[src/rtl/com_tx_fifo.sv]
// Word FIFO capturing COM loads from data RAM, serialised LSB byte first onto an
// 8-bit bus with a DIV-cycle-per-phase strobe and host ready handshake.
module com_tx_fifo #(
  parameter  int DEPTH = 16,
  parameter  int DIV   = 4,
  localparam int CW    = $clog2(DEPTH + 1)
) (
  input  logic          clk,
  input  logic          reset,
  input  logic          com_flag,
  input  logic          mem_to_reg,
  input  logic [31:0]   read_data,
  input  logic          ext_ready,
  output logic          clk_out,
  output logic [7:0]    data_out,
  output logic          busy,
  output logic [CW-1:0] level,
  output logic          full,
  output logic          overflow
);

  localparam int AW = $clog2(DEPTH);
  localparam int DW = (DIV > 1) ? $clog2(DIV) : 1;
  localparam logic [DW-1:0] PH_LAST  = DW'(DIV - 1);
  localparam logic [CW-1:0] LVL_FULL = CW'(DEPTH);

  typedef enum logic [2:0] {S_IDLE, S_LOAD, S_SETUP, S_HIGH, S_WAIT} state_e;

  state_e          state_q, state_d;
  logic [31:0]     mem_q [DEPTH];
  logic [AW-1:0]   wr_ptr_q, rd_ptr_q;
  logic [CW-1:0]   level_q;
  logic            ovf_q;
  logic [31:0]     shreg_q;
  logic [1:0]      bidx_q;
  logic [DW-1:0]   cnt_q;
  logic            clk_out_q;

  logic push, pop, push_ok, phase_end, shift;

  assign push      = com_flag & mem_to_reg;
  assign pop       = (state_q == S_LOAD);
  // A pop in the same cycle frees the slot the push needs, even when full.
  assign push_ok   = push & (~full | pop);
  assign phase_end = (cnt_q == PH_LAST);

  always_ff @(posedge clk or negedge reset) begin
    if (!reset) state_q <= S_IDLE;
    else        state_q <= state_d;
  end

  always_comb begin
    state_d = state_q;
    shift   = 1'b0;
    case (state_q)
      S_IDLE:  if (level_q != '0 && ext_ready) state_d = S_LOAD;
      S_LOAD:  state_d = S_SETUP;
      S_SETUP: if (phase_end) state_d = S_HIGH;
      S_HIGH: begin
        if (phase_end) begin
          if (bidx_q == 2'd3) begin
            state_d = S_IDLE;
          end else if (ext_ready) begin
            state_d = S_SETUP;
            shift   = 1'b1;
          end else begin
            state_d = S_WAIT;
          end
        end
      end
      S_WAIT: begin
        if (ext_ready) begin
          state_d = S_SETUP;
          shift   = 1'b1;
        end
      end
      default: state_d = S_IDLE;
    endcase
  end

  always_comb begin
    busy     = (state_q != S_IDLE);
    clk_out  = clk_out_q;
    data_out = shreg_q[7:0];
    level    = level_q;
    full     = (level_q == LVL_FULL);
    overflow = ovf_q;
  end

  always_ff @(posedge clk) begin
    if (push_ok) mem_q[wr_ptr_q] <= read_data;
  end

  always_ff @(posedge clk or negedge reset) begin
    if (!reset) begin
      wr_ptr_q  <= '0;
      rd_ptr_q  <= '0;
      level_q   <= '0;
      ovf_q     <= 1'b0;
      shreg_q   <= '0;
      bidx_q    <= 2'd0;
      cnt_q     <= '0;
      clk_out_q <= 1'b0;
    end else begin
      if (push_ok) wr_ptr_q <= wr_ptr_q + 1'b1;
      if (pop)     rd_ptr_q <= rd_ptr_q + 1'b1;
      if (push_ok && !pop)      level_q <= level_q + 1'b1;
      else if (!push_ok && pop) level_q <= level_q - 1'b1;
      if (push && !push_ok) ovf_q <= 1'b1;
      if (pop) begin
        shreg_q <= mem_q[rd_ptr_q];
        bidx_q  <= 2'd0;
      end else if (shift) begin
        shreg_q <= {8'h00, shreg_q[31:8]};
        bidx_q  <= bidx_q + 2'd1;
      end
      // Phase counter restarts on every state change so each phase is exactly DIV cycles.
      if ((state_q == S_SETUP || state_q == S_HIGH) && !phase_end) cnt_q <= cnt_q + 1'b1;
      else                                                          cnt_q <= '0;
      clk_out_q <= (state_d == S_HIGH);
    end
  end

endmodule
[config.mk]
export PLATFORM = sky130hd
export DESIGN_NAME = com_tx_fifo
export DESIGN_NICKNAME = d
export VERILOG_FILES = /design/src/rtl/com_tx_fifo.sv
export SDC_FILE = /design/constraint.sdc
export NUM_CORES = 1
export LEC_CHECK = 0
export ABC_AREA = 1
export ABC_CLOCK_PERIOD_IN_PS = 9100
export CAP_MARGIN = 5
export CORE_UTILIZATION = 41
export CTS_CLUSTER_DIAMETER = 200
export DETAILED_ROUTE_END_ITERATION = 6
export SLEW_MARGIN = 20
export SYNTH_ARGS = -nofsm -noshare
export SYNTH_HDL_FRONTEND = slang
export SYNTH_SLANG_ARGS = --single-unit
export TNS_END_PERCENT = 10
[constraint.sdc]
create_clock -name clk -period 9.1 [get_ports clk]
set_input_delay 1.82 -clock clk [delete_from_list [all_inputs] [get_ports clk]]
set_output_delay 1.82 -clock clk [all_outputs]
set_load 0.02 [all_outputs]
======== Yosys cells after proc, flatten, opt, wreduce, memory -nomap -nowiden ========
Memories as Yosys holds them, arrays and structs flattened.
Cells that the tools add are included.
storage, ports and cells
  bits in registers ....................... 54
  memory bits (writable) .................. 512
  memory bits (read-only) ................. 0
  bits in latches ......................... 0
  memories kept ........................... 1
  input port bits ......................... 37
  word-level logic and storage cells ...... 62
operators by class
  reductions and logical operators ........ 14
  $add $sub $neg .......................... 6
  divide/modulo/power cells ............... 0
  muxes and demuxes ....................... 20
  shift operators ......................... 0
  multipliers ............................. 0
  equality and inequality tests ........... 8
  $lt $le $gt $ge ......................... 0
  bitwise gates (word level) .............. 4
memory list
  name   words  width  rd ports  clocked after Yosys merged registers in  write ports  line  text
  mem_q  16     32     1         0                                        1            30    logic [31:0] mem_q [DEPTH];
operators by type and width
  cell                   count
  $mux W32               2
  $mux W3                6
  $pmux W3 S5            1
  $mux W5                2
  $eq A3 B2 Y1 const B   3
  $add A4 B1 Y4 const B  2
  $mux W2                3
  $add A5 B1 Y5 const B  1
  $eq A5 B5 Y1 const B   1
  $logic_and A1 B1 Y1    5
  $mux W1                5
  $reduce_bool A5 Y1     1
  $sub A5 B1 Y5 const B  1
  $add A2 B1 Y2 const B  2
  $eq A2 B2 Y1 const B   2
  $reduce_bool A2 Y1     2
  $eq A3 B1 Y1 const B   1
  $eq A3 B3 Y1 const B   1
  $logic_not A1 Y1       3
  $logic_not A3 Y1       1
  $reduce_bool A3 Y1     1
  $and A1 B1 Y1          2
  $pmux W1 S2            1
  $logic_or A1 B1 Y1     1
  other kinds (2)        2

======== Depth between registers and ports, before layout ========
  depth in word-level cells ............... 8
  gate-level depth with buffers ........... 13
  depth with buffers taken out ............ 13

======== Worst setup path after synthesis ========
No wires, ideal clock.
  path type ............................... input to register
  start ................................... in com_flag
  end ..................................... mem mem_q[11][0] (enable)
  path buffers ............................ 0
  arrival time ............................ 3.661 ns
  library setup time ...................... 0.421 ns
  required time ........................... 8.679 ns
  slack ................................... 5.018 ns
  cell stages on the path ................. 4
  cell sequence ........................... nand2_1 > a21oi_4 > nand2_1 > nor2_1
on the way
  word-level cells in the longest chain between the ends .. 4
RTL lines
  what                           line  text
  start: declaration             10    input logic com_flag,
  $and A1 B1 Y1                  41    assign push = com_flag & mem_to_reg;
  $and A1 B1 Y1                  44    assign push_ok = push & (~full | pop);
  named net push_ok              39    logic push, pop, push_ok, phase_end, shift;
  $mux W1                        91    if (push_ok) mem_q[wr_ptr_q] <= read_data;
  $mux W1 (not written as such)  91
  end: declaration               30
The timed path passes the listed nets, and every way through them passes these cells.

======== Worst setup path in the final report ========
  start ................................... reg level_q[0], in the netlist level[0]
  end ..................................... out full
on the way
  word-level cells in the longest chain between the ends .. 1
RTL lines
  what                      line  text
  start: declaration        32    logic [CW-1:0] level_q;
  start signal: assignment  107   if (push_ok && !pop) level_q <= level_q + 1'b1;
  start signal: assignment  108   else if (!push_ok && pop) level_q <= level_q - 1'b1;
  $eq A5 B5 Y1              86    full = (level_q == LVL_FULL);
  end: declaration          18    output logic full,
Every way passes these cells.

==> out/results.ini <==
[outcome]
status = completed

[global_routing]
grt_use_met2 = 0.321
grt_max_degree = 93
grt_pass1_wl_microns = 91100
grt_overflow = 0
use_met3 = 0.0302
grt_use_met1 = 0.283
antenna_found_initial = 1
grt_pass1_vias = 15300
grt_usage = 0.199
top_usage_layer = met2

[logic_synthesis]
avgSynthCellArea_sq_um = 10.5
synth_seq_cells = 566
synth_top_cell_by_area = edfxtp_1
synthCells = 2298
ys_top_cells_by_area = edfxtp_1 64%, nand2_1 14%, nand3_1 5.9%
synthesis.area_sq_um = 24000
yosys_warnings = 0
ys_seq_area_frac = 0.696
synth_cell_types = 30
syn-num-nets = 2347
synth_top_area_frac = 0.640

[cells_and_area]
fin_nets = 2367
stdcell_count = 3129
area_growth_pct = 13.4
n_antenna_cell = 0
post-route-util = 0.471
drive_gt1_frac = 0.0601

[floorplanning]
ioPinCount = 54
coreArea_sq_um = 57800
row_count = 88
die_x_microns = 244
start_util = 0.416
die_area_sq_um = 59600
die_h_microns = 244

[power_and_ir_drop]
peakVddDrop_v = 0.000176
p_per_area_nw_per_um2 = 293
power_leakage_nw = 11.1

[place]
port_buffers = 53
globalplace.congestion = 0.809
dp_hpwl_microns = 32400
dp.cells = 3020

[setup_path]
start_kind = flip-flop
r2r_slack_ns = 5.56
critPathMaxFanout = 4
worst-setup-path-type = reg2out
critPathMaxStageDelay_ns = 0.67
crit_chain = inv_1 > nand3_1 > nor2_1 > clkdlybuf4s50_1
cp_data_arrival_time_ns = 2.21
cp-end-kind = primary output
worstPathRequired_ns = 7.28
worst_path_max_delay_cell = clkdlybuf4s50_1

[sta]
slew_headroom = 0.338
slew_violations = 0
fin_setup_tns_ns = 0
post-route-period-util = 0.443
worst_slew_pin_slew_ns = 0.993
hold_viol = 0
final-setup-viol-count = 0
post-route-min-period_ns = 4.03
max_clock_freq_mhz = 248
fin_skew_ns = 0.0211
rsz0062_at_grt = false

[clock_network]
cts_max_path_buffers = 3
cts_setup_buffers = 0
cts_tree = yes
cts-htree-levels = 2
clkLatencyLatePin_ns = 0.63
root_buffer = clkbuf_16
ctsResizeCount = 0
ctsHoldBuffers = 0
cts_made_buffers = 59
path_clk_slew_ns = 0.06
cts_sinks = 566

[detailed_routing]
drc = 0
first_pass_iters = 7
vias_per_cell = 5.05
drt_iter0_markers = 1287
via_count = 15800
wl_per_cell_microns = 18.8
drt-total-wl_microns = 58700
ant_nets = 0

[min_path]
hold_class = reg2reg

[job]
cap_violations = 0

-- critical path, delay by kind of cell (launching register included) --
kind                   cells  cell delay, ns
and+or+nand+nor            2            0.37
buffers and inverters      2            0.79
DFF                        1            0.43
-- cells by family after synthesis --
kind of cell    Yosys count  synth area share
simple gates           1299             0.220
fa+ha+maj                12           0.00656
flops                   566             0.696
xor+xnor                  9           0.00328
buf+inv                 359            0.0617
compound gates           53            0.0120
-- path summary, 6_finish.rpt --
path                       startpoint           to  cells after the start
min reg2reg                  cnt_q[0]     cnt_q[0]                      1
max                          level[0]         full                      4
min                          cnt_q[0]     cnt_q[0]                      1
min in group asynchronous       reset   state_q[0]                      2
max in group asynchronous       reset  rd_ptr_q[1]                      2
max reg2reg                state_q[0]  mem_q[1][4]                      8
-- placed cells by master (no fill, tap or decap), drive strengths merged --
cell | Yosys | final
o21bai | 1 | 1
a21oi | 6 | 6
clkbuf | 43 | 72
nand4 | 15 | 15
a22o | 1 | 1
xnor2 | 1 | 1
o31ai | 1 | 1
xor2 | 8 | 8
clkinvlp | 0 | 1
nor2 | 105 | 105
nand3 | 285 | 285
buf | 83 | 33
ha | 11 | 11
nor3 | 2 | 2
clkinv | 0 | 26
edfxtp | 512 | 512
a31oi | 1 | 1
nand2 | 891 | 891
bufinv | 0 | 7
o21ai | 42 | 42
nand3b | 1 | 1
a21boi | 1 | 1
clkdlybuf4s50 | 0 | 52
dfrtp | 54 | 54
fa | 1 | 1
inv | 233 | 234
-- cell usage after synthesis --
library cell and instances:
buf_4 18, nand2_2 1, o31ai_1 1, nand3b_1 1
inv_2 5, nand3_1 284, o21bai_1 1, nor3_2 1
edfxtp_1 512, nand3_2 1, nand4_1 15, nor2_1 105
inv_1 228, dfrtp_1 54, nand2_1 890, o21ai_0 42
buf_6 2, xor2_1 8, clkbuf_1 43, a31oi_1 1
nor3_1 1, a21oi_1 5, a21oi_4 1, fa_1 1
buf_2 41, a21boi_0 1, xnor2_1 1, buf_1 22
a22o_1 1, ha_1 11
-- area by class of cell --
type / instances / area (sq um)
fill: 5223 / 30600
clock buffer: 72 / 1550
sequential: 566 / 16700
tap: 765 / 957
clock inverter: 35 / 353
timing repair buffer: 85 / 826
inverter: 233 / 881
multi-input combinational: 1373 / 5940
-- routing by layer --
| metal | up-vias | part of all wire |
|---|---|---|
| met5 | - | 0 |
| met4 | 0 | 0.018 |
| met3 | 79 | 0.058 |
| met2 | 472 | 0.47 |
| met1 | 7690 | 0.45 |
| li1 | 7548 | - |
-- through the flow --
step | power (mW) | setup WS (ns) | instance area [sq um] | hold slack (ns)
6_report | 7.98 | 5.07 | 27200 | 0.442
4_1_cts | 8.04 | 5.03 | 27200 | 0.452
3_5_place_dp | 5.64 | 4.62 | 25300 | 0.445
3_3_place_gp | 5.59 | 4.66 | 25200 | 0.422
2_1_floorplan | 4.89 | 5.02 | 24000 | 0.410
5_1_grt | 8.45 | 4.93 | 27200 | 0.490
-- power by group --
group          internal [mW]  switching, mW  leakage, nW
clock network           1.40           1.00        0.927
registers               3.07          0.174         5.26
logic                  0.689           1.65         4.88
total                   5.15           2.83         11.1
-- state kept, by name, indices dropped and copies added (netlist names) --
| register | flops |
|---|---|
| level | 5 |
| wr_ptr_q | 4 |
| bidx_q | 2 |
| clk_out | 1 |
| mem_q | 512 |
| state_q | 3 |
| overflow | 1 |
| shreg_q | 32 |
| rd_ptr_q | 4 |
| cnt_q | 2 |
No activity file was read; power rests on OpenSTA's default activity.
